File: src/rtl/systolic_tile_sequencer_pkg.sv
// Shared definitions for the systolic tile sequencer: lane geometry,
// FSM state encoding and the helper that picks one lane out of a bus.
package systolic_tile_sequencer_pkg;

    localparam int LANES  = 8;
    localparam int DATA_W = 16;
    localparam int SUM_W  = 36;
    localparam int BUS_W  = LANES * DATA_W;

    typedef enum logic [2:0] {
        IDLE  = 3'd0,
        CLEAR = 3'd1,
        FEED  = 3'd2,
        DRAIN = 3'd3,
        DONE  = 3'd4
    } state_t;

    // Lane i of a packed lane bus lives at bits [16i+15:16i].
    function automatic logic [DATA_W-1:0] lane_slice(input logic [BUS_W-1:0] bus,
                                                     input int unsigned     lane);
        return bus[lane*DATA_W +: DATA_W];
    endfunction

endpackage

File: src/rtl/systolic_tile_sequencer_skew_line.sv
// Fixed-depth delay line for one 16-bit lane plus its valid and last-element
// bits. Data is zeroed on entry when not valid so the lane reads 0 between
// elements. o_busy reports any valid element still in flight.
module skew_line
    import systolic_tile_sequencer_pkg::*;
#(
    parameter int DEPTH = 1
) (
    input  logic              clk,
    input  logic              rst_n,
    input  logic [DATA_W-1:0] i_data,
    input  logic              i_vld,
    input  logic              i_last,
    output logic [DATA_W-1:0] o_data,
    output logic              o_last,
    output logic              o_busy
);

    logic [DATA_W-1:0] r_data [DEPTH];
    logic [DEPTH-1:0]  r_vld;
    logic [DEPTH-1:0]  r_last;

    // Shift register: stage 0 captures the gated input, later stages follow.
    always_ff @(posedge clk or negedge rst_n) begin
        if (!rst_n) begin
            for (int s = 0; s < DEPTH; s++) begin
                r_data[s] <= '0;
            end
            r_vld  <= '0;
            r_last <= '0;
        end else begin
            r_data[0] <= i_vld ? i_data : '0;
            r_vld[0]  <= i_vld;
            r_last[0] <= i_vld & i_last;
            for (int s = 1; s < DEPTH; s++) begin
                r_data[s] <= r_data[s-1];
                r_vld[s]  <= r_vld[s-1];
                r_last[s] <= r_last[s-1];
            end
        end
    end

    assign o_data = r_data[DEPTH-1];
    assign o_last = r_last[DEPTH-1];
    assign o_busy = |r_vld;

endmodule

File: src/rtl/systolic_tile_sequencer.sv
// Tile sequencer for the 8x8 systolic cluster. Accepts a tile command,
// clears the cluster, streams K activation/weight rows from the read buffers
// with a per-lane diagonal skew, waits for all PE completion flags and holds
// the results valid until the consumer acknowledges them.
module systolic_tile_sequencer
    import systolic_tile_sequencer_pkg::*;
#(
    parameter int K_MAX     = 256,
    parameter int ADDR_W    = 8,
    parameter int DRAIN_MAX = 32
) (
    input  logic                     clk,
    input  logic                     rst_n,
    input  logic                     start,
    input  logic [$clog2(K_MAX):0]   k_len,
    output logic                     busy,
    output logic                     act_rd,
    output logic                     wgt_rd,
    output logic [ADDR_W-1:0]        act_addr,
    output logic [ADDR_W-1:0]        wgt_addr,
    input  logic [BUS_W-1:0]         act_rdata,
    input  logic [BUS_W-1:0]         wgt_rdata,
    output logic                     arr_en,
    output logic [BUS_W-1:0]         arr_activations,
    output logic [BUS_W-1:0]         arr_weights,
    output logic [LANES-1:0]         arr_done,
    input  logic [LANES*LANES-1:0]   arr_output_dones,
    output logic                     tile_valid,
    input  logic                     tile_ack,
    output logic                     err,
    output logic [2:0]               o_dbg_state
);

    localparam int K_W  = $clog2(K_MAX) + 1;
    localparam int DC_W = $clog2(DRAIN_MAX) + 1;

    state_t            r_state;
    state_t            w_next_state;
    logic [K_W-1:0]    r_k;
    logic [K_W-1:0]    r_cnt;
    logic              r_rd_vld;
    logic              r_rd_last;
    logic [DC_W-1:0]   r_drain_cnt;
    logic              r_err;
    logic              r_arr_en;

    logic              w_start_ok;
    logic              w_last_addr;
    logic              w_pipe_empty;
    logic              w_drain_exit;
    logic              w_drain_timeout;
    logic [LANES-1:0]  w_act_last;
    logic [LANES-1:0]  w_wgt_last;
    logic [LANES-1:0]  w_act_busy;
    logic [LANES-1:0]  w_wgt_busy;

    assign w_start_ok      = start && (k_len != '0) && (k_len <= K_W'(K_MAX));
    assign w_last_addr     = (r_cnt == r_k - 1'b1);
    assign w_pipe_empty    = !r_rd_vld && !(|w_act_busy) && !(|w_wgt_busy);
    assign w_drain_exit    = (&arr_output_dones) && w_pipe_empty;
    assign w_drain_timeout = (r_drain_cnt == DC_W'(DRAIN_MAX - 1));

    // FSM state register.
    always_ff @(posedge clk or negedge rst_n) begin
        if (!rst_n) begin
            r_state <= IDLE;
        end else begin
            r_state <= w_next_state;
        end
    end

    // Next-state and state-decoded outputs. In DRAIN a completed tile wins
    // over a timeout landing in the same cycle.
    always_comb begin
        w_next_state = r_state;
        busy         = 1'b1;
        act_rd       = 1'b0;
        wgt_rd       = 1'b0;
        tile_valid   = 1'b0;
        unique case (r_state)
            IDLE: begin
                busy = 1'b0;
                if (w_start_ok) w_next_state = CLEAR;
            end
            CLEAR: begin
                w_next_state = FEED;
            end
            FEED: begin
                act_rd = 1'b1;
                wgt_rd = 1'b1;
                if (w_last_addr) w_next_state = DRAIN;
            end
            DRAIN: begin
                if (w_drain_exit) begin
                    w_next_state = DONE;
                end else if (w_drain_timeout) begin
                    w_next_state = IDLE;
                end
            end
            DONE: begin
                tile_valid = 1'b1;
                if (tile_ack) w_next_state = IDLE;
            end
            default: begin
                w_next_state = IDLE;
            end
        endcase
    end

    // Tile length captured when a command is accepted.
    always_ff @(posedge clk or negedge rst_n) begin
        if (!rst_n) begin
            r_k <= '0;
        end else if (r_state == IDLE && w_start_ok) begin
            r_k <= k_len;
        end
    end

    // Read address counter: walks 0..K-1 during FEED, parked at 0 otherwise.
    always_ff @(posedge clk or negedge rst_n) begin
        if (!rst_n) begin
            r_cnt <= '0;
        end else if (r_state == FEED && !w_last_addr) begin
            r_cnt <= r_cnt + 1'b1;
        end else begin
            r_cnt <= '0;
        end
    end

    // Read data arrives one cycle after the read; track its valid/last flags.
    always_ff @(posedge clk or negedge rst_n) begin
        if (!rst_n) begin
            r_rd_vld  <= 1'b0;
            r_rd_last <= 1'b0;
        end else begin
            r_rd_vld  <= (r_state == FEED);
            r_rd_last <= (r_state == FEED) && w_last_addr;
        end
    end

    // Drain timer counts cycles spent in DRAIN from entry.
    always_ff @(posedge clk or negedge rst_n) begin
        if (!rst_n) begin
            r_drain_cnt <= '0;
        end else if (r_state == DRAIN) begin
            r_drain_cnt <= r_drain_cnt + 1'b1;
        end else begin
            r_drain_cnt <= '0;
        end
    end

    // Sticky error: any start seen in IDLE rewrites it (legal clears, illegal
    // sets); a drain timeout sets it.
    always_ff @(posedge clk or negedge rst_n) begin
        if (!rst_n) begin
            r_err <= 1'b0;
        end else if (r_state == IDLE && start) begin
            r_err <= !w_start_ok;
        end else if (r_state == DRAIN && !w_drain_exit && w_drain_timeout) begin
            r_err <= 1'b1;
        end
    end

    // Cluster enable is registered so it reads 0 in reset; low only in CLEAR.
    always_ff @(posedge clk or negedge rst_n) begin
        if (!rst_n) begin
            r_arr_en <= 1'b0;
        end else begin
            r_arr_en <= (w_next_state != CLEAR);
        end
    end

    // Lane 0 has no skew: gated read data straight to the cluster.
    assign arr_activations[DATA_W-1:0] = r_rd_vld ? lane_slice(act_rdata, 0) : '0;
    assign arr_weights[DATA_W-1:0]     = r_rd_vld ? lane_slice(wgt_rdata, 0) : '0;
    assign w_act_last[0]               = r_rd_last;
    assign w_wgt_last[0]               = r_rd_last;
    assign w_act_busy[0]               = 1'b0;
    assign w_wgt_busy[0]               = 1'b0;

    // Lanes 1..7 are delayed by their lane index.
    for (genvar gi = 1; gi < LANES; gi++) begin : g_lane
        skew_line #(.DEPTH(gi)) u_act_skew (
            .clk    (clk),
            .rst_n  (rst_n),
            .i_data (lane_slice(act_rdata, gi)),
            .i_vld  (r_rd_vld),
            .i_last (r_rd_last),
            .o_data (arr_activations[gi*DATA_W +: DATA_W]),
            .o_last (w_act_last[gi]),
            .o_busy (w_act_busy[gi])
        );
        skew_line #(.DEPTH(gi)) u_wgt_skew (
            .clk    (clk),
            .rst_n  (rst_n),
            .i_data (lane_slice(wgt_rdata, gi)),
            .i_vld  (r_rd_vld),
            .i_last (r_rd_last),
            .o_data (arr_weights[gi*DATA_W +: DATA_W]),
            .o_last (w_wgt_last[gi]),
            .o_busy (w_wgt_busy[gi])
        );
    end

    assign arr_done    = w_act_last & w_wgt_last;
    assign act_addr    = ADDR_W'(r_cnt);
    assign wgt_addr    = ADDR_W'(r_cnt);
    assign arr_en      = r_arr_en;
    assign err         = r_err;
    assign o_dbg_state = r_state;

endmodule
File: config.mk
export PLATFORM = sky130hd
export DESIGN_NAME = systolic_tile_sequencer
export DESIGN_NICKNAME = d
export VERILOG_FILES = /design/src/rtl/systolic_tile_sequencer_pkg.sv /design/src/rtl/systolic_tile_sequencer_skew_line.sv /design/src/rtl/systolic_tile_sequencer.sv
export SDC_FILE = /design/constraint.sdc
export NUM_CORES = 1
export LEC_CHECK = 0
export ABC_AREA = 1
export CAP_MARGIN = 10
export CORE_ASPECT_RATIO = 2
export CORE_MARGIN = 5
export CORE_UTILIZATION = 45
export DETAILED_ROUTE_END_ITERATION = 7
export GPL_ROUTABILITY_DRIVEN = 0
export PLACE_DENSITY = 0.82
export SYNTH_ARGS = -nofsm -noshare
export SYNTH_HDL_FRONTEND = slang
export SYNTH_SLANG_ARGS = --single-unit
File: constraint.sdc
create_clock -name clk -period 1.6 [get_ports clk]
set_clock_uncertainty 0.15 [all_clocks]
set_input_delay 0.32 -clock clk [delete_from_list [all_inputs] [get_ports clk]]
set_output_delay 0.32 -clock clk [all_outputs]
set_load 0.01 [all_outputs]
## Word level (Yosys, flattened, before mapping)

Cells that the tools add are included.

| storage, ports and cells | value |
|---|---|
| bits in registers | 1,037 |
| bits of input ports | 333 |
| logic and storage cells | 155 |
| output and inout port bits | 289 |

| operators by class | value |
|---|---|
| magnitude comparators | 1 |
| eq/ne operators | 7 |
| add/sub/neg operators | 3 |
| mux-type cells | 29 |
| bitwise logic cells | 2 |
| reductions and logical operators | 23 |

Operators by type and width:

| cell | count |
|---|---|
| 2-to-1 mux 16 bit | 16 |
| AND reduction 64 bit | 1 |
| OR reduction 28 bit | 2 |
| 2-to-1 mux 3 bit | 5 |
| case mux 3 bit (5 select lines) | 1 |
| logical AND 1 bit | 11 |
| adder 9 x 1 -> 9 bit (second input constant) | 1 |
| equality test 9 bit | 1 |
| less-or-equal comparator 9 bit (second input constant) | 1 |
| 2-to-1 mux 9 bit | 1 |
| nonzero test 9 bit | 1 |
| subtractor 9 x 1 -> 9 bit (second input constant) | 1 |
| bitwise AND 8 bit | 1 |
| adder 6 x 1 -> 6 bit (second input constant) | 1 |
| equality test 3 x 2 -> 1 bit (second input constant) | 2 |
| equality test 6 x 5 -> 1 bit (second input constant) | 1 |
| logical NOT 1 bit | 6 |
| 2-to-1 mux 6 bit | 1 |
| 2-to-1 mux 1 bit | 5 |
| equality test 3 x 1 -> 1 bit (second input constant) | 1 |
| equality test 3 bit (second input constant) | 1 |
| logical NOT 3 bit | 1 |
| != test 3 x 1 -> 1 bit (second input constant) | 1 |
| nonzero test 2 bit | 1 |
| bitwise AND 1 bit | 1 |

## Depth between registers and ports, before layout

| logic depth | value |
|---|---|
| depth in word-level cells | 10 |
| gate-level depth with buffers | 13 |

## Cells and area by module

A second synthesis with hierarchy kept.

| second synthesis, totals | value |
|---|---|
| cell total of the unflattened synthesis | 2,145 |
| area, all modules | 31,516.5 µm² |

By module, submodules not included:

| module | cells each | area an instance (µm²) | sequential area each (µm²) | times used |
|---|---|---|---|---|
| skew_line (g_lane[7].u_act_skew ...) | 190 | 3,474.6 | 3,153.0 | 2 |
| skew_line (g_lane[6].u_act_skew ...) | 164 | 2,995.4 | 2,702.6 | 2 |
| skew_line (g_lane[5].u_act_skew ...) | 146 | 2,544.9 | 2,252.2 | 2 |
| skew_line (g_lane[4].u_act_skew ...) | 127 | 2,089.5 | 1,801.7 | 2 |
| skew_line (g_lane[3].u_act_skew ...) | 109 | 1,639.1 | 1,351.3 | 2 |
| systolic_tile_sequencer | 383 | 2,438.6 | 775.7 | 1 |
| skew_line (g_lane[2].u_act_skew ...) | 91 | 1,188.6 | 900.9 | 2 |
| skew_line (g_lane[1].u_act_skew ...) | 54 | 606.8 | 450.4 | 2 |

## Worst setup path after synthesis

No wires, ideal clock.

| timing | value |
|---|---|
| kind | flip-flop to output port |
| from | register r_state[2] (netlist: o_dbg_state[2]) |
| to | output port wgt_rd |
| path slack | -0.238 ns |
| data required time | 1.130 ns |
| arrival time | 1.368 ns |
| stages on the path, launching flop included | 3 |
| cells stage by stage | dfrtp_1 > nor3_1 > buf_4 |

| on the way | value |
|---|---|
| cells in the longest elaborated chain, start to end | 2 |

Ends and longest elaborated chain:

| what | line | RTL |
|---|---|---|
| start: declaration | systolic_tile_sequencer.sv:37 | `state_t r_state;` |
| start signal: assignment | systolic_tile_sequencer.sv:68 | `r_state <= w_next_state;` |
| equality test 3 x 2 -> 1 bit | -- |  |
| 2-to-1 mux 1 bit | -- |  |
| end: declaration | systolic_tile_sequencer.sv:18 | `output logic wgt_rd,` |

Every way passes these cells.

## Final worst setup path

| timing | value |
|---|---|
| from | register r_rd_vld |
| to | output port arr_weights[7] |

| on the way | value |
|---|---|
| cells in the longest elaborated chain, start to end | 1 |

Ends and longest elaborated chain:

| what | line | RTL |
|---|---|---|
| start: declaration | systolic_tile_sequencer.sv:41 | `logic r_rd_vld;` |
| start signal: assignment | systolic_tile_sequencer.sv:136 | `r_rd_vld <= (r_state == FEED);` |
| 2-to-1 mux 16 bit | systolic_tile_sequencer.sv:175 | `assign arr_weights[DATA_W-1:0] = r_rd_vld ? lane_slice(wgt_rdata, 0) : '0;` |
| end: declaration | systolic_tile_sequencer.sv:25 | `output logic [BUS_W-1:0] arr_weights,` |

Every way passes these cells.

==> results.json <==
{
  "syn_to_final_growth_pct": 36.8,
  "fin_setup_tns_ns": -29.77,
  "relSlewSlack_pct": 65.3,
  "worstSkewPairLatency_ns": 0.63,
  "rsz0062_at_grt": "yes",
  "slew_viol_final": 0,
  "die_height_um": 365,
  "crit_start": "r_rd_vld$_DFF_PN0_",
  "worstMarginPinSlew_ns": 0.518,
  "numCtsBuffers": 77,
  "dieArea_mm2": 0.0685,
  "fin_nets": 2893,
  "use_met2_pct": 36.0,
  "slowest_stage": "dfrtp_4",
  "start_kind": "flop",
  "power.density_mw_per_mm2": 1730,
  "clkTransAtPathRegs_ns": 0.08,
  "ant_nets": 0,
  "routed_wl_um": 74900,
  "antenna_found_initial": 16,
  "yosysWarnings": 0,
  "clockRootBuffer": "clkbuf_16",
  "grt_util_met3_pct": 7.62,
  "gr-usage-all-layers_pct": 20.6,
  "slowest_delay_ns": 0.55,
  "crit_arrival_ns": 1.73,
  "die_w_um": 188,
  "syn_avg_cell_area_um2": 14.6,
  "grt_pass1_wl_um": 108000,
  "r2r-start": "r_rd_vld$_DFF_PN0_",
  "synth_top_area_share_pct": 83.0,
  "ys_ff_latch": 941,
  "leakagePower_nw": 21.1,
  "grt.busiest_layer": "met2",
  "setup_slack_ns": -0.595,
  "synth.distinct_cells": 24,
  "drc": 0,
  "violations": "negative setup slack",
  "grt_max_degree": 92,
  "hpwlAfterDp_um": 46400,
  "synth-seq-area-share_pct": 83.0,
  "cts_max_path_buffers": 3,
  "io_buffers": 621,
  "path_cells": "buf_12 -> buf_8 -> nand2_8 -> inv_4 -> buf_6",
  "cap_violations": 0,
  "grt_overflow": 0,
  "outcome": "finished, violations left",
  "drive_above_1_share_pct": 27.3,
  "min_period_over_period_pct": 137,
  "worst-setup-path-type": "reg -> out",
  "syn-cell-area_mm2": 0.0284,
  "drt_iter0_markers": 991,
  "wire_per_inst_um": 21.9,
  "period_minus_slack_ns": 2.20,
  "vias": 15900,
  "syn_inst": 1946,
  "hp-class": "in -> reg",
  "ir_drop_mv": 1.38,
  "hold_viol": 0,
  "worstSetupEndpointType": "primary output",
  "core_mm2": 0.0626,
  "cts_tree": "done",
  "use_met1_pct": 22.5,
  "setup_viol": 165,
  "clock-sinks": 941,
  "initial_utilization_pct": 45.3,
  "firstDrtPassIters": 6,
  "io_pins": 622,
  "min-delay-start": "wgt_rdata[109]",
  "grt_pass1_vias": 18300,
  "critPathTopFamily": "flip-flops",
  "syn_nets": 2282,
  "max_freq_mhz": 455,
  "whs_ns": 0.0702,
  "synth_top_area_cell": "dfrtp_1",
  "viasPerCell": 4.64,
  "path_buf_inv": 4,
  "synth.area.top_cells": "dfrtp_1 (83%), buf_4 (5.7%), nand2_1 (4.4%)",
  "cp.required_ns": 1.13,
  "crit_fanout": 8,
  "h-tree-depth": 3,
  "rows": 130
}
==> worst register-to-register path: stages, from the launching register on <==
cell and delay [ns]:
dfrtp_4 0.55, buf_12 0.18, buf_4 0.15, buf_6 0.11
inv_2 0.03, nand4_1 0.10, or2_4 0.28, nor2_4 0.12
nand2_4 0.10, nand3_2 0.12, a21oi_2 0.06
==> flip-flops by register name, indices dropped and copies added (netlist names) <==
signal and flops:
arr_en 1, err 1, g_lane.u_act_skew.o_data 112, g_lane.u_act_skew.r_data 336
g_lane.u_act_skew.r_last 2, g_lane.u_act_skew.r_vld 1, g_lane.u_wgt_skew.o_data 112, g_lane.u_wgt_skew.r_data 336
g_lane.u_wgt_skew.r_last 5, g_lane.u_wgt_skew.r_vld 6, o_dbg_state 3, r_cnt 9
r_drain_cnt 6, r_k 9, r_rd_last 1, r_rd_vld 1
==> cell usage after synthesis <==
| library cell | count |
|---|---|
| nand4_1 | 14 |
| nand2b_1 | 1 |
| xor2_1 | 8 |
| buf_2 | 15 |
| inv_1 | 298 |
| nor2_2 | 6 |
| a21oi_1 | 5 |
| a31o_2 | 2 |
| clkbuf_1 | 13 |
| nor3_1 | 5 |
| nand2_1 | 331 |
| nand2_2 | 2 |
| or2_2 | 2 |
| buf_1 | 3 |
| nand3_1 | 16 |
| nand3b_1 | 2 |
| xnor2_1 | 1 |
| buf_4 | 217 |
| o21ai_0 | 15 |
| dfrtp_1 | 941 |
| nand2_4 | 1 |
| ha_1 | 3 |
| and3_1 | 1 |
| nor2_1 | 44 |
==> placed cells by master, fill, tap and decap left out, drive strengths merged <==
master	Yosys	routed
buf	235	435
bufinv	0	6
nand2b	1	1
nor2	50	50
xnor2	1	1
diode	0	10
nor3	5	5
clkbuf	13	113
o21ai	15	15
inv	298	304
nand3	16	16
clkdlybuf4s50	0	331
nand2	334	335
a21oi	5	5
dlygate4sd3	0	3
a31o	2	2
ha	3	3
xor2	8	8
bufbuf	0	1
dfrtp	941	941
clkinvlp	0	6
clkinv	0	20
or2	2	2
and3	1	1
nand4	14	14
nand3b	2	2
==> layer usage <==
metal,vias to the layer above,wire [µm]
met2,910,38000
li1,6709,-
met4,4,4400
met1,7976,25000
met3,265,7400
met5,-,19
==> area by class of cell <==
| class | instances | area (µm²) |
|---|---|---|
| Sequential cell | 941 | 23600 |
| Inverter | 298 | 1120 |
| Timing Repair Buffer | 779 | 8030 |
| Clock inverter | 38 | 465 |
| Clock buffer | 104 | 2200 |
| Fill cell | 4136 | 23800 |
| Multi-Input combinational cell | 460 | 2390 |
| Antenna cell | 10 | 25.0 |
| Tap cell | 792 | 991 |
==> power by group <==
part	switching, mW	internal (mW)	total, mW
clock	8.77	10.8	19.6
sequential	2.63	30.1	32.7
combinational	7.70	7.16	14.9
==> worst paths after layout <==
kind / end / slack [ns] / cells after the start
min in group asynchronous: g_lane[7].u_wgt_skew.r_data[88]$_DFF_PN0_ / 0.27 / 3
max in group asynchronous: g_lane[7].u_wgt_skew.r_data[56]$_DFF_PN0_ / 0.07 / 3
max reg2reg: err$_DFFE_PN0P_ / -0.46 / 10
min reg2reg: g_lane[7].u_act_skew.r_data[72]$_DFF_PN0_ / 0.18 / 0
max: arr_weights[7] / -0.60 / 5
min: g_lane[6].u_wgt_skew.r_data[93]$_DFF_PN0_ / 0.07 / 3
==> metrics by stage <==
| step | cell area (µm²) | std cells | power (mW) | setup WS (ns) | utilization (%) |
|---|---|---|---|---|---|
| after global routing | 38800 | 3420 | 70.2 | -0.649 | 61.9 |
| after floorplan | 28400 | 1946 | 37.6 | -0.0475 | - |
| after global placement | 34700 | 3197 | 43.2 | -0.654 | 55.5 |
| final | 38800 | 3422 | 67.2 | -0.595 | 62.0 |
| after CTS | 37900 | 3389 | 65.4 | -0.664 | 60.5 |
| after detailed placement | 34700 | 3197 | 44.0 | -0.662 | 55.5 |
==> timing repair <==
item,4_1_cts,5_1_grt
hold buffers,3,0
hold endpoints to repair,821,0
setup endpoints to repair,470,408
buffers inserted,38,19
pin swaps,15,11
gates resized for setup,1478,147
gates cloned,10,9
==> kinds of logic (layout without fill, tap and decap cells) <==
kind of cell | count (synthesis) | count (layout) | synth area share, %
adders and majority gates | 3 | 3 | 0.132
AOI/OAI and AO/OA | 22 | 22 | 0.415
and+or+nand+nor | 425 | 426 | 6.00
buffers and inverters | 546 | 1219 | 10.2
DFF | 941 | 941 | 83.0
other | 0 | 10 | 0
xor gates and xnor gates | 9 | 9 | 0.278
Power figures use the tool's default switching activity.
